**config.mk**
```make
export PLATFORM = sky130hd
export DESIGN_NAME = rr_xout_arbiter
export DESIGN_NICKNAME = d
export VERILOG_FILES = /design/src/rtl/rr_xout_arbiter.sv
export SDC_FILE = /design/constraint.sdc
export NUM_CORES = 1
export LEC_CHECK = 0
export CORE_ASPECT_RATIO = 0.75
export CORE_MARGIN = 4
export CORE_UTILIZATION = 35
export CTS_CLUSTER_DIAMETER = 200
export DETAILED_ROUTE_END_ITERATION = 10
export PLACE_DENSITY = 0.7
export RECOVER_POWER = 25
export SLEW_MARGIN = 20
export SYNTH_ARGS = -nofsm -noshare
export SYNTH_HDL_FRONTEND = slang
export SYNTH_SLANG_ARGS = --single-unit
```
**constraint.sdc**
```tcl
create_clock -name CLK -period 1.51 [get_ports CLK]
set_input_delay 0.302 -clock CLK [delete_from_list [all_inputs] [get_ports CLK]]
set_output_delay 0.302 -clock CLK [all_outputs]
set_load 0.005 [all_outputs]
```
**src/rtl/rr_xout_arbiter.sv**
```systemverilog
// Round-robin arbiter that serializes NREQ byte requesters onto one registered
// output byte, holding each granted byte valid for HOLD_CYCLES cycles.
module rr_xout_arbiter #(
  parameter int unsigned NREQ        = 4,
  parameter int unsigned HOLD_CYCLES = 3
) (
  input  logic                    CLK,
  input  logic                    RESET,
  input  logic                    ENABLE,
  input  logic [NREQ-1:0]         REQ,
  input  logic [8*NREQ-1:0]       DIN,
  output logic [NREQ-1:0]         ACK,
  output logic [7:0]              XOUT,
  output logic                    XVALID,
  output logic [$clog2(NREQ)-1:0] GNT_ID
);

  localparam int unsigned ID_W  = $clog2(NREQ);
  localparam int unsigned CNT_W = 8;

  typedef enum logic {
    IDLE = 1'b0,
    HOLD = 1'b1
  } state_t;

  state_t            state_q, state_d;
  logic [CNT_W-1:0]  cnt_q, cnt_d;
  logic [ID_W-1:0]   last_q, last_d;
  logic [ID_W-1:0]   gnt_d;
  logic [NREQ-1:0]   ack_d;
  logic [7:0]        xout_d;
  logic              xvalid_d;

  logic              sel_found;
  logic [ID_W-1:0]   sel_id;
  logic [7:0]        din_sel;

  // Rotating priority scan starting just after the last winner; scanning the
  // offsets high-to-low leaves the nearest requester as the final choice.
  always_comb begin
    int unsigned idx;
    logic [ID_W-1:0] cand;
    sel_found = 1'b0;
    sel_id    = '0;
    idx       = 0;
    cand      = '0;
    for (int k = int'(NREQ); k >= 1; k--) begin
      idx  = (int'(last_q) + k) % NREQ;
      cand = ID_W'(idx);
      if (REQ[cand]) begin
        sel_found = 1'b1;
        sel_id    = cand;
      end
    end
  end

  // Byte of the selected requester.
  always_comb begin
    din_sel = 8'h00;
    for (int i = 0; i < int'(NREQ); i++) begin
      if (sel_id == ID_W'(i)) din_sel = DIN[8*i +: 8];
    end
  end

  // Next-state and registered-output logic.
  always_comb begin
    state_d  = state_q;
    cnt_d    = cnt_q;
    last_d   = last_q;
    gnt_d    = GNT_ID;
    xout_d   = XOUT;
    ack_d    = '0;
    xvalid_d = 1'b0;
    unique case (state_q)
      IDLE: begin
        if (ENABLE && sel_found) begin
          state_d  = HOLD;
          cnt_d    = CNT_W'(HOLD_CYCLES - 1);
          last_d   = sel_id;
          gnt_d    = sel_id;
          xout_d   = din_sel;
          ack_d    = NREQ'(1) << sel_id;
          xvalid_d = 1'b1;
        end
      end
      HOLD: begin
        xvalid_d = 1'b1;
        if (cnt_q == '0) begin
          state_d  = IDLE;
          xvalid_d = 1'b0;
        end else begin
          cnt_d = cnt_q - 1'b1;
        end
      end
    endcase
  end

  always_ff @(posedge CLK) begin
    if (RESET) begin
      state_q <= IDLE;
      cnt_q   <= '0;
      last_q  <= ID_W'(NREQ - 1);
      GNT_ID  <= '0;
      XOUT    <= 8'h00;
      ACK     <= '0;
      XVALID  <= 1'b0;
    end else begin
      state_q <= state_d;
      cnt_q   <= cnt_d;
      last_q  <= last_d;
      GNT_ID  <= gnt_d;
      XOUT    <= xout_d;
      ACK     <= ack_d;
      XVALID  <= xvalid_d;
    end
  end

endmodule

```
==> impl_metrics.tcl <==
set metrics [dict create \
    status "finished with violations" \
    violations "negative setup slack" \
    drc 0 \
    crit_slowest_cell "dfxtp_4" \
    grt_max_degree 15 \
    drive_above_1_share 0.324 \
    coreArea_um2 3450 \
    period_minus_slack_ns 1.58 \
    clk_path_buf_depth 2 \
    grt_remaining_overflow 0 \
    timing.final.crit_share 1.04 \
    arrival_ns 1.73 \
    synth_area_um2 1310 \
    finalHoldViolCount 0 \
    ys_ff_latch 25 \
    worst_pin_slew_ns 0.368 \
    totalWireLength_mm 4.37 \
    power.leakage_nw 0.907 \
    fmax_mhz 634 \
    grt_pass1_wl_mm 6.17 \
    crit_path_end_kind "flip-flop" \
    cts_hold_buf 0 \
    io_pins 54 \
    routabilityCongestion 0.735 \
    antenna_found_initial 0 \
    num_rows 18 \
    cp_max_fo 5 \
    die_y_um 61.0 \
    synthArstFlopShare 0 \
    skew_ns 0.00897 \
    clkLatencyLatePin_ns 0.27 \
    grt_pass1_vias 1349 \
    required_ns 1.66 \
    setup_viol 8 \
    syn_inst 139 \
    path_cells "buf_6 > a311oi_4 > buf_6 > buf_12 > mux2i_2 > o221ai_2" \
    syn_avg_cell_area_um2 9.42 \
    ir_worst_vdd_uv 392 \
    place_inst 256 \
    fin_tns_setup_ns -0.294 \
    htreeDepth 1 \
    r2r_setup_slack_ns -0.07 \
    synth_area_leaders "dfxtp_1, mux2i_1, o221ai_2" \
    synth_top_area_frac 0.382 \
    clock-root-buffer "clkbuf_8" \
    holdCritPathClass "primary input to flip-flop" \
    grt-busiest-layer "met2" \
    ant_nets 0 \
    start_util 0.380 \
    p_per_area_nw_per_um2 800 \
    drv_slew 0 \
    synth_common_cells "dfxtp_1, mux2i_1, nor2_1, nand2_1" \
    yosysTopAreaCell "dfxtp_1" \
    nets 257 \
    synth_warnings 0 \
    vias_per_cell 5.07 \
    synth_edf_count 0 \
    critPathLaunchType "flip-flop" \
    drtIter0Drc 59 \
    grtUsageMet3 0.0297 \
    synth_fp_nets 179 \
    seq_area_frac_synth 0.382 \
    drtPass1Iterations 4 \
    die_area_um2 4790 \
    cts_buffers 3 \
    cts_tree "yes" \
    io_buffers 53 \
    num_vias 1349 \
    grt_use_total 0.166 \
    path_clk_slew_ns 0.09 \
    cpMostUsedCell "buf_6" \
    use_met2 0.316 \
    critPathKind "flip-flop to flip-flop" \
    die-width_um 78.6 \
    fin_ws_ns -0.0661 \
    max_slew_margin 0.754 \
    synth_cell_types 37 \
    fin_cells 266 \
    met1_usage 0.201 \
    pre_cts_ws_ns -0.684 \
    dpl.hpwl_mm 3.07 \
    wl_per_cell_um 16.4 \
    rsz0062_at_grt "true" \
    ys.flop_type "dfxtp_1" \
    synth.most_common_cell "dfxtp_1" \
    maxCapViolations 0 \
    cts.sinks 25 \
    diodes 0 \
    critPathMaxStageDelay_ns 0.37 \
    syn_to_final_growth_pct 78.6 \
]
## path summary, 6_finish.rpt
| check | from | endpoint | cells past startpoint |
|---|---|---|---|
| worst max-delay path | last_q[1]$_SDFFE_PP1P_ | XOUT[5]$_SDFFE_PP0P_ | 6 |
| worst min register to register | XOUT[1]$_SDFFE_PP0P_ | XOUT[1]$_SDFFE_PP0P_ | 2 |
| worst min-delay path | RESET | GNT_ID[1]$_SDFFE_PP0P_ | 3 |
| worst max register to register | last_q[1]$_SDFFE_PP1P_ | XOUT[5]$_SDFFE_PP0P_ | 6 |
## where the power goes
group	total (mW)	internal [mW]	switching, mW
Combinational	0.716	0.431	0.286
Clock	0.402	0.185	0.217
Sequential	0.752	0.713	0.0387
Total	1.87	1.33	0.542
## state kept, by name (all words and copies together), names as in the netlist
| name | cells |
|---|---|
| XOUT | 8 |
| cnt_q | 8 |
| ACK | 4 |
| GNT_ID | 2 |
| last_q | 2 |
| state_q | 1 |
## stage by stage
stage / instance area, um2 / hold slack (ns) / power (mW) / utilization
after detailed placement: 2070 / 0.446 / 1.33 / 0.601
after global routing: 2340 / 0.432 / 1.96 / 0.678
after floorplan: 1310 / 0.453 / 1.03 / -
final: 2340 / 0.414 / 1.87 / 0.678
after CTS: 2230 / 0.475 / 1.81 / 0.647
after global placement: 2070 / 0.448 / 1.31 / 0.601
## timing repair
item | 4_1_cts | 5_1_grt
endpoints found under the setup margin | 26 | 17
pin swaps | 3 | 12
setup buffers | 1 | 1
gates resized for setup | 30 | 20
hold endpoints to repair | 0 | 0
cloned | 1 | 3
## per-layer routing
| metal | wire [um] | up-vias |
|---|---|---|
| met3 | 106 | 4 |
| met5 | 0 | - |
| li1 | - | 664 |
| met4 | 39 | 0 |
| met2 | 2330 | 23 |
| met1 | 1890 | 658 |
## layout make-up
type,instances,area (um2)
Clock buffer,3,41.3
Sequential cell,25,505
Clock inverter,1,5.00
Inverter,6,22.5
Fill cell,264,1110
Tap cell,50,62.6
Timing Repair Buffer,78,823
Multi-Input combinational cell,103,877
## cells by family after synthesis
| group | share of synthesized area |
|---|---|
| AOI/OAI and AO/OA | 0.212 |
| adders and majority gates | 0.00956 |
| buffers and inverters | 0.0440 |
| DFF | 0.382 |
| muxes | 0.138 |
| and+or+nand+nor | 0.214 |
## worst max-delay path, delay by kind of cell, from the launching register on
family	cells	cell delay [ns]
buffers and inverters	3	0.44
AO/OA/AOI/OAI	2	0.38
flip-flops	1	0.37
multiplexers	1	0.25
## placed cells by master, fill, tap and decap left out, drive strengths merged, types with 2 or more instances in the layout
master         instances
dfxtp                 25
mux2i                 18
clkbuf                12
or2b                   2
or4                    2
nand3                  2
nor3                   8
dlymetal6s2s           2
o221ai                 8
or3                    2
nand2                 15
clkdlybuf4s50         45
a211oi                 2
nand2b                 3
buf                   20
inv                    6
nor2                  16
a21oi                  8
(Power assumes the default switching activity.)
